==> src/rtl/keypad_pkg.sv <==
// keypad_pkg: shared types and helpers for the 4x4 hex keypad scanner.
//   - kp_state_e     : press-tracking FSM states
//   - ROWS/COLS/...  : matrix geometry and key code width
//   - onehot16_to_code / popcount_is_one : snapshot decoding helpers
package keypad_pkg;

  localparam int ROWS   = 4;
  localparam int COLS   = 4;
  localparam int KEYS   = ROWS * COLS;
  localparam int CODE_W = 4;

  typedef enum logic [1:0] {
    IDLE    = 2'd0,
    PRESSED = 2'd1,
    BLOCKED = 2'd2
  } kp_state_e;

  // Index of the highest set bit; only meaningful for a one-hot input.
  function automatic logic [CODE_W-1:0] onehot16_to_code(input logic [KEYS-1:0] v);
    logic [CODE_W-1:0] c;
    c = '0;
    for (int i = 0; i < KEYS; i++) begin
      if (v[i]) c = CODE_W'(i);
    end
    return c;
  endfunction

  // Clearing the lowest set bit leaves zero exactly when one bit was set.
  function automatic logic popcount_is_one(input logic [KEYS-1:0] v);
    return (v != '0) && ((v & (v - 16'd1)) == '0);
  endfunction

endpackage

==> src/rtl/keypad_debounce.sv <==
// keypad_debounce: accepts a snapshot only after DEBOUNCE consecutive
// identical full scans.
//   clk, rst    : clock, asynchronous active-high reset
//   scan_done   : one-cycle strobe, scan holds a complete 16-bit scan
//   scan        : assembled matrix scan (bit row*4+col)
//   stable      : last accepted snapshot
//   stable_upd  : one-cycle pulse in the cycle stable has just been written
module keypad_debounce
  import keypad_pkg::*;
#(
  parameter int DEBOUNCE = 4
) (
  input  logic            clk,
  input  logic            rst,
  input  logic            scan_done,
  input  logic [KEYS-1:0] scan,
  output logic [KEYS-1:0] stable,
  output logic            stable_upd
);

  localparam int CNT_W = $clog2(DEBOUNCE + 1);
  localparam logic [CNT_W-1:0] CNT_MAX = CNT_W'(DEBOUNCE);

  function automatic logic [CNT_W-1:0] sat_inc(input logic [CNT_W-1:0] c);
    return (c >= CNT_MAX) ? CNT_MAX : c + CNT_W'(1);
  endfunction

  logic [KEYS-1:0]  cand_q, cand_d;
  logic [CNT_W-1:0] cnt_q, cnt_d;
  logic [KEYS-1:0]  stable_q;
  logic             upd_d, upd_q;

  always_comb begin
    cand_d = cand_q;
    cnt_d  = cnt_q;
    if (scan_done) begin
      if (scan == cand_q) begin
        cnt_d = sat_inc(cnt_q);
      end else begin
        cand_d = scan;
        cnt_d  = CNT_W'(1);
      end
    end
    // Re-fires on every scan while saturated; consumers see the same value.
    upd_d = scan_done && (cnt_d == CNT_MAX);
  end

  // stage boundary: accepted snapshot and its update strobe
  always_ff @(posedge clk or posedge rst) begin
    if (rst) begin
      cand_q   <= '0;
      cnt_q    <= '0;
      stable_q <= '0;
      upd_q    <= 1'b0;
    end else begin
      cand_q <= cand_d;
      cnt_q  <= cnt_d;
      upd_q  <= upd_d;
      if (upd_d) stable_q <= cand_d;
    end
  end

  assign stable     = stable_q;
  assign stable_upd = upd_q;

endmodule

==> src/rtl/hex_keypad_scanner.sv <==
// hex_keypad_scanner: scans a 4x4 keypad one row at a time, debounces
// whole-matrix snapshots and hands out each new single-key press as a
// hex code through a 1-entry valid/ready buffer.
//   clk, rst   : clock, asynchronous active-high reset
//   rows       : one-hot row drive (registered)
//   cols       : column sense, active-high, already synchronised
//   key_valid  : buffered code available
//   key_code   : row*4 + col of the buffered press
//   key_ready  : consumer pops when key_valid && key_ready
//   key_held   : debounced snapshot is non-zero
//   overflow   : sticky, a press arrived while the buffer was full
module hex_keypad_scanner
  import keypad_pkg::*;
#(
  parameter int SCAN_DIV = 4096,
  parameter int DEBOUNCE = 4
) (
  input  logic              clk,
  input  logic              rst,
  output logic [ROWS-1:0]   rows,
  input  logic [COLS-1:0]   cols,
  output logic              key_valid,
  output logic [CODE_W-1:0] key_code,
  input  logic              key_ready,
  output logic              key_held,
  output logic              overflow
);

  localparam int DIV_W = $clog2(SCAN_DIV);
  localparam logic [DIV_W-1:0] DIV_LAST = DIV_W'(SCAN_DIV - 1);

  logic [DIV_W-1:0]  div_q, div_d;
  logic [1:0]        row_idx_q, row_idx_d;
  logic [ROWS-1:0]   rows_q, rows_d;
  logic [KEYS-1:0]   snap_q, snap_d;
  logic [KEYS-1:0]   scan_word;
  logic              scan_tick, scan_done;

  logic [KEYS-1:0]   stable;
  logic              stable_upd;

  kp_state_e         state_q, state_d;
  logic [CODE_W-1:0] held_code_q, held_code_d;
  logic              press_ev;
  logic [CODE_W-1:0] ev_code;

  logic              key_valid_q, key_valid_d;
  logic [CODE_W-1:0] key_code_q, key_code_d;
  logic              overflow_q, overflow_d;
  logic              pop;

  // Row scanner: the last divider cycle of each row samples its columns.
  always_comb begin
    scan_tick = (div_q == DIV_LAST);
    scan_done = scan_tick && (row_idx_q == 2'd3);
    div_d     = scan_tick ? '0 : div_q + DIV_W'(1);
    row_idx_d = scan_tick ? row_idx_q + 2'd1 : row_idx_q;
    rows_d    = ROWS'(1) << row_idx_d;
    // The current row's columns are merged in so the row-3 bits are part
    // of the scan handed to the debouncer in the same cycle.
    scan_word = snap_q;
    scan_word[{row_idx_q, 2'b00} +: COLS] = cols;
    snap_d    = scan_tick ? scan_word : snap_q;
  end

  // stage boundary: scanner state
  always_ff @(posedge clk or posedge rst) begin
    if (rst) begin
      div_q     <= '0;
      row_idx_q <= 2'd0;
      rows_q    <= 4'b0001;
      snap_q    <= '0;
    end else begin
      div_q     <= div_d;
      row_idx_q <= row_idx_d;
      rows_q    <= rows_d;
      snap_q    <= snap_d;
    end
  end

  keypad_debounce #(
    .DEBOUNCE(DEBOUNCE)
  ) u_debounce (
    .clk        (clk),
    .rst        (rst),
    .scan_done  (scan_done),
    .scan       (scan_word),
    .stable     (stable),
    .stable_upd (stable_upd)
  );

  // Press tracking: only a clean transition from nothing to one key emits
  // an event; any multi-key or changed-key state must fully release first.
  always_comb begin
    state_d     = state_q;
    held_code_d = held_code_q;
    press_ev    = 1'b0;
    ev_code     = onehot16_to_code(stable);
    if (stable_upd) begin
      unique case (state_q)
        IDLE: begin
          if (popcount_is_one(stable)) begin
            press_ev    = 1'b1;
            held_code_d = ev_code;
            state_d     = PRESSED;
          end else if (stable != '0) begin
            state_d = BLOCKED;
          end
        end
        PRESSED: begin
          if (stable == '0) begin
            state_d = IDLE;
          end else if (stable != (KEYS'(1) << held_code_q)) begin
            state_d = BLOCKED;
          end
        end
        BLOCKED: begin
          if (stable == '0) state_d = IDLE;
        end
        default: state_d = IDLE;
      endcase
    end
  end

  // Output buffer: a same-cycle pop frees the slot for an incoming press.
  always_comb begin
    pop         = key_valid_q && key_ready;
    key_valid_d = key_valid_q;
    key_code_d  = key_code_q;
    overflow_d  = overflow_q;
    if (pop) key_valid_d = 1'b0;
    if (press_ev) begin
      if (!key_valid_q || pop) begin
        key_valid_d = 1'b1;
        key_code_d  = ev_code;
      end else begin
        overflow_d = 1'b1;
      end
    end
  end

  // stage boundary: FSM state and output buffer
  always_ff @(posedge clk or posedge rst) begin
    if (rst) begin
      state_q     <= IDLE;
      held_code_q <= '0;
      key_valid_q <= 1'b0;
      key_code_q  <= '0;
      overflow_q  <= 1'b0;
    end else begin
      state_q     <= state_d;
      held_code_q <= held_code_d;
      key_valid_q <= key_valid_d;
      key_code_q  <= key_code_d;
      overflow_q  <= overflow_d;
    end
  end

  assign rows      = rows_q;
  assign key_valid = key_valid_q;
  assign key_code  = key_code_q;
  assign key_held  = (stable != '0);
  assign overflow  = overflow_q;

endmodule

==> config.mk <==
export PLATFORM = sky130hd
export DESIGN_NAME = hex_keypad_scanner
export DESIGN_NICKNAME = d
export VERILOG_FILES = /design/src/rtl/keypad_pkg.sv /design/src/rtl/keypad_debounce.sv /design/src/rtl/hex_keypad_scanner.sv
export SDC_FILE = /design/constraint.sdc
export NUM_CORES = 1
export LEC_CHECK = 0
export ABC_CLOCK_PERIOD_IN_PS = 3400
export CORE_ASPECT_RATIO = 1.1
export CORE_MARGIN = 2
export CORE_UTILIZATION = 30
export DETAILED_ROUTE_END_ITERATION = 10
export PLACE_DENSITY = 0.54
export SYNTH_ARGS = -nofsm -noshare
export SYNTH_HDL_FRONTEND = slang
export SYNTH_HIERARCHICAL = 1
export SYNTH_SLANG_ARGS = --single-unit
==> constraint.sdc <==
create_clock -name clk -period 3.4 [get_ports clk]
set_clock_uncertainty 0.1 [all_clocks]
set_input_delay 0.51 -clock clk [delete_from_list [all_inputs] [get_ports clk]]
set_output_delay 0.51 -clock clk [all_outputs]
set_load 0.02 [all_outputs]
Yosys cells after proc, flatten, opt, wreduce, memory -nomap -nowiden --
Index checks and enable logic that the tools add are counted.
Word-level totals: flip-flop bits (word level) 82, input bits 7
Cells by class: add/subtract/negate cells 5, $lt $le $gt $ge 1, eq/ne operators 10, shift-type cells 4, muxes and demuxes 35, bitwise operators 2, reduce and logical (&&, ||, !) cells 14
Operators by type and width (number):
- $mux 4 | 14
- $logic_not 16->1 | 2
- $mux 16 | 2
- $and 16x16->16 | 1
- $bwmux 16 | 1
- $eq 16x16->1 | 1
- $ne 16x16->1 | 1
- $reduce_bool 16->1 | 1
- $shift 4x6->16 const A | 1
- $shiftx 4x6->16 | 1
- $shl 1x4->16 const A | 1
- $sub 16x1->16 const B | 1
- $add 12x1->12 const B | 1
- $eq 12x12->1 const B | 1
- $mux 12 | 1
- $mux 2 | 6
- $mux 3 | 3
- $mux 1 | 7
- $ne 3x3->1 const B | 2
- $neg 4->6 | 1
- $pmux 2 s3 | 1
- $eq 2x2->1 const B | 2
- $logic_and 1x1->1 | 4
- $reduce_and 2->1 | 2
- 13 further kinds | 13

Longest topological paths before layout --
depth in word-level cells 15, gate-level depth with buffers 14, gate-level depth less buffers 11

By module --
Netlist, hierarchy kept.
Modules (own cells, without submodules):
- hex_keypad_scanner | times used 1, cells each 346, area each 2951.6 µm², seq. area each 1152.4 µm²
- keypad_debounce | times used 1, cells each 108, area each 1617.8 µm², seq. area each 900.9 µm²

Least setup slack after synthesis --
Ideal clock, no wire load.
path type reg-to-reg, from reg row_idx_q[0], to reg u_debounce.stable_q[0] (netlist: u_debounce/stable[0]), setup time 0.125 ns, arrival 3.297 ns, required time 3.175 ns, path slack -0.122 ns, cell stages (with the launch flop) 14, cells stage by stage dfrtp_1 > clkbuf_1 > inv_1 > ha_1 > clkbuf_1 > nor4b_1 > nand2_1 > o21ai_0 > xor2_1 > nor4_1 > nand4_2 > nor2_4 > buf_12 > mux2_4
On the way: cells in the longest elaborated chain, start to end 8, elaborated cells between the ends (all ways) 13
Ends and longest elaborated chain:
- start, declared | line hex_keypad_scanner.sv:33 | logic [1:0] row_idx_q, row_idx_d;
- start signal, assigned | line hex_keypad_scanner.sv:75 | row_idx_q <= row_idx_d;
- $neg 4->6 (*) | line hex_keypad_scanner.sv:62 | scan_word[{row_idx_q, 2'b00} +: COLS] = cols;
- $shiftx 4x6->16 / $shift 4x6->16 (equally long branches) | line hex_keypad_scanner.sv:62
- $bwmux 16 (*) | line hex_keypad_scanner.sv:62
- via scan_word[15] | line hex_keypad_scanner.sv:36 | logic [KEYS-1:0] scan_word;
- $eq 16x16->1 (*) | line keypad_debounce.sv:37 | if (scan == cand_q) begin
- $mux 3 (*) | line keypad_debounce.sv:37
- $mux 3 (*) | line keypad_debounce.sv:36 | if (scan_done) begin
- $eq 3x3->1 (*) | line keypad_debounce.sv:45 | upd_d = scan_done && (cnt_d == CNT_MAX);
- $logic_and 1x1->1 (*) | line keypad_debounce.sv:45
- via u_debounce.upd_d | line keypad_debounce.sv:31 | logic upd_d, upd_q;
- end signal, assigned | line keypad_debounce.sv:59 | if (upd_d) stable_q <= cand_d;
- end, declared | line keypad_debounce.sv:30 | logic [KEYS-1:0] stable_q;
Mark *: on every way through the listed nets, which the timed path passes. The rest lies on a longest branch. A chain may end at the register's enable or synchronous reset.

Worst setup path in the final report --
from reg row_idx_q[1], to reg u_debounce.stable_q[8] (netlist: u_debounce/stable[8])
On the way: cells in the longest elaborated chain, start to end 8, elaborated cells between the ends (all ways) 13
Ends and longest elaborated chain (line):
- $neg 4->6 (*) | hex_keypad_scanner.sv:62
- $shiftx 4x6->16 / $shift 4x6->16 (equally long branches) | hex_keypad_scanner.sv:62
- $bwmux 16 (*) | hex_keypad_scanner.sv:62
- via scan_word[15] | hex_keypad_scanner.sv:36
- $eq 16x16->1 (*) | keypad_debounce.sv:37
- $mux 3 | keypad_debounce.sv:37
- $mux 3 | keypad_debounce.sv:36
- $eq 3x3->1 | keypad_debounce.sv:45
- $logic_and 1x1->1 | keypad_debounce.sv:45
Marks and branches as above.

==> impl_metrics.json <==
{
  "status": "finished clean",
  "p_clk_frac": 0.483,
  "hold_slack_ns": 0.3738,
  "arrival_ns": 3.28,
  "antenna_found_initial": 0,
  "io_buffers": 17,
  "synth_edf_count": 0,
  "clock_latency_ns": 0.35,
  "worstHoldPathCells": 1,
  "reg2reg_depth": 11,
  "drc_errors": 0,
  "utilization": 0.3553,
  "mappedNetlistNets": 469,
  "grt_pass1_wl_mm": 16.55,
  "design_area_um2": 5328,
  "dieWidth_um": 121.7,
  "die_area_um2": 16240,
  "ys_seq_area_frac": 0.4493,
  "p_leak_nw": 2.296,
  "fin_nets": 485,
  "min_from": "overflow",
  "syn_avg_cell_area_um2": 10.06,
  "whs_endpoint": "overflow",
  "hpwlAfterDp_mm": 6.937,
  "netlist_area_um2": 4569,
  "post_drt_wl_per_cell_um": 14.40,
  "wl_met2_mm": 4.543,
  "synthFlopType": "dfrtp_1",
  "cts.root.buffer_cell": "clkbuf_16",
  "fp-row-count": 47,
  "period_needed_ns": 3.149,
  "timing.rr.end": "u_debounce/stable[8]",
  "path_class": "flip-flop to flip-flop",
  "ys_types": 64,
  "setup_viol": 0,
  "tritoncts": "built",
  "fin_cells": 671,
  "grt.total_usage": 0.1296,
  "met3WireLength_um": 328,
  "drive_gt1_frac": 0.1958,
  "nFillCells": 1518,
  "pwr-share-comb": 0.019,
  "syn-instance-count": 454,
  "drt_iter0_drc": 174,
  "syn_to_final_growth_pct": 16.59,
  "power.density_nw_per_um2": 367.9,
  "yosys_warnings": 6,
  "vdd_drop_max_v": 0.0002186,
  "vias": 3272,
  "crit_fanout": 17,
  "p_int_w": 0.001527,
  "clk_pin_slew_ns": 0.06,
  "synth_top_area_frac": 0.4436,
  "yosys.area.top_type": "dfrtp_1",
  "grt_start_max_net_pins": 47,
  "async_flop_share": 1.000,
  "ys_seq_elements": 82,
  "swShare": 0.2208,
  "ant_nets": 0,
  "slew_violations": 0,
  "rsz0062_at_grt": "false",
  "place_congestion": 0.8295,
  "drt_first_pass_iters": 4,
  "ios": 18,
  "cts.sinks": 82,
  "clk_path_buf_depth": 2,
  "core_area_um2": 15000,
  "r2r_slack_ns": 0.25,
  "report.final.hold_viol_count": 0,
  "via_per_inst": 4.876,
  "die_h_um": 133.4,
  "critical_path.startpoint_type": "flip-flop",
  "finalCritPeriodShare": 0.9261,
  "fmax_mhz": 317.6,
  "reg2reg_from": "row_idx_q[1]",
  "dp_cells": 654,
  "grt-ovfl-total": 0,
  "tns_ns": 0,
  "synth.area.top_cells": "dfrtp_1, mux2_2, nand2_1",
  "relSlewSlack": 0.3421,
  "holdCritPathClass": "flip-flop to flip-flop",
  "cts_max_level": 3,
  "switching_power_w": 0.0004327,
  "worstSetupEndpointType": "flip-flop",
  "highest_layer": "met4",
  "place_area_um2": 4964,
  "wirelength_mm": 9.662,
  "p_seq_frac": 0.498,
  "max-cap-violations": 0,
  "worstMarginPinSlew_ns": 0.9854,
  "cp.required_ns": 3.54,
  "start_util": 0.3047,
  "antenna_cells": 0,
  "cts_made_buffers": 9,
  "wl_met1_mm": 4.644,
  "first_global_vias": 3184
}
-- power groups by stage --
stage	Combinational, W	Sequential [W]	Clock (W)
finish	0.0000378	0.000976	0.000947
global route	0.0000441	0.000975	0.00103
CTS	0.0000399	0.000975	0.000986
detailed placement	0.0000399	0.000994	0
global placement	0.0000399	0.000994	0
floorplan	0.0000191	0.000994	0
-- cells by family after synthesis --
group / synth area share
compound gates: 0.1079
xor+xnor: 0.05750
fa+ha+maj: 0.02410
buf+inv: 0.05449
flops: 0.4493
mux: 0.1150
simple gates: 0.1917
-- final cells by class --
| class | count | area, um2 | area share |
|---|---|---|---|
| Timing Repair Buffer | 30 | 280.3 | 0.05261 |
| Clock buffer | 12 | 256.5 | 0.04814 |
| Multi-Input combinational cell | 317 | 2345 | 0.4401 |
| Inverter | 30 | 112.6 | 0.02114 |
| Clock inverter | 4 | 35.03 | 0.006576 |
| Tap cell | 196 | 245.2 | 0.04603 |
| Sequential cell | 82 | 2053 | 0.3854 |
-- stage by stage --
stage	power (W)	worst slack [ns]
2_1_floorplan	0.001013	0.03090
3_3_place_gp	0.001034	0.05254
3_5_place_dp	0.001034	-0.04973
4_1_cts	0.002001	0.01184
5_1_grt	0.002052	0.01928
6_report	0.001960	0.2514
-- sequential cells by signal (all words and copies together) (netlist names) --
name	count
held_code_q	4
key_valid	1
div_q	12
key_code	4
rows	4
u_debounce/stable	16
overflow	1
u_debounce/cnt_q	3
u_debounce/stable_upd	1
snap_q	16
row_idx_q	2
u_debounce/cand_q	16
state_q	2
-- Yosys cell counts (all sizes together) (5+ instances only) --
library cell / n
clkbuf: 18
buf: 7
o31ai: 5
nor2: 18
o22ai: 6
mux2: 40
xnor2: 9
ha: 8
xor2: 21
nor3: 9
nand4: 7
nand2: 56
and2: 5
o21ai: 47
inv: 30
dfrtp: 81
a21oi: 9
nor4: 12
nand3: 15
-- placed cells by master (no fill, tap or decap), types with 4 or more instances in the layout --
| master | count |
|---|---|
| nand2_1 | 55 |
| ha_1 | 5 |
| mux2_2 | 24 |
| xnor2_1 | 9 |
| xor2_1 | 21 |
| inv_1 | 27 |
| nor3_1 | 7 |
| nor2b_1 | 4 |
| mux2_4 | 12 |
| o21ai_0 | 36 |
| nor4_1 | 6 |
| o21ai_1 | 9 |
| clkdlybuf4s50_1 | 17 |
| nand3_1 | 15 |
| nor2_1 | 17 |
| a21oi_1 | 8 |
| nand2b_1 | 4 |
| buf_4 | 12 |
| nand4_1 | 5 |
| nor4_2 | 4 |
| dfrtp_1 | 81 |
| o22ai_1 | 6 |
| and2_1 | 4 |
| o31ai_1 | 5 |
| mux2_1 | 4 |
| clkbuf_16 | 9 |
-- critical path, stage by stage (launching register included) --
cell and delay (ns):
dfrtp_1 0.43, inv_2 0.14, ha_4 0.25, nor4b_4 0.34
nand2_1 0.08, o21ai_0 0.21, xor2_1 0.13, nor4_1 0.36
nand4_2 0.29, nor2_4 0.19, buf_12 0.17, mux2_2 0.34
-- worst max path at each step --
stage | start | end
2_1_floorplan | row_idx_q[0] | u_debounce/stable[0]
3_3_place_gp | row_idx_q[1] | u_debounce/cand_q[5]
3_5_place_dp | row_idx_q[1] | u_debounce/cand_q[5]
4_1_cts | row_idx_q[1] | u_debounce/stable[8]
5_1_grt | row_idx_q[0] | u_debounce/stable[11]
6_report | row_idx_q[1] | u_debounce/stable[8]
-- per-layer routing --
layer,GRT usage,vias to the layer above
met5,0,-
li1,-,1623
met2,0.2085,43
met1,0.1662,1593
met4,0.04215,0
met3,0.03981,13
-- timing repair --
item / in CTS / in global routing
setup buffers: 0 / 1
resized for setup: 3 / 14
pin swaps: 1 / 2
setup endpoints to repair: 22 / 32
hold buffers: 0 / 0
Note: power is estimated with default switching activity, not from simulation.
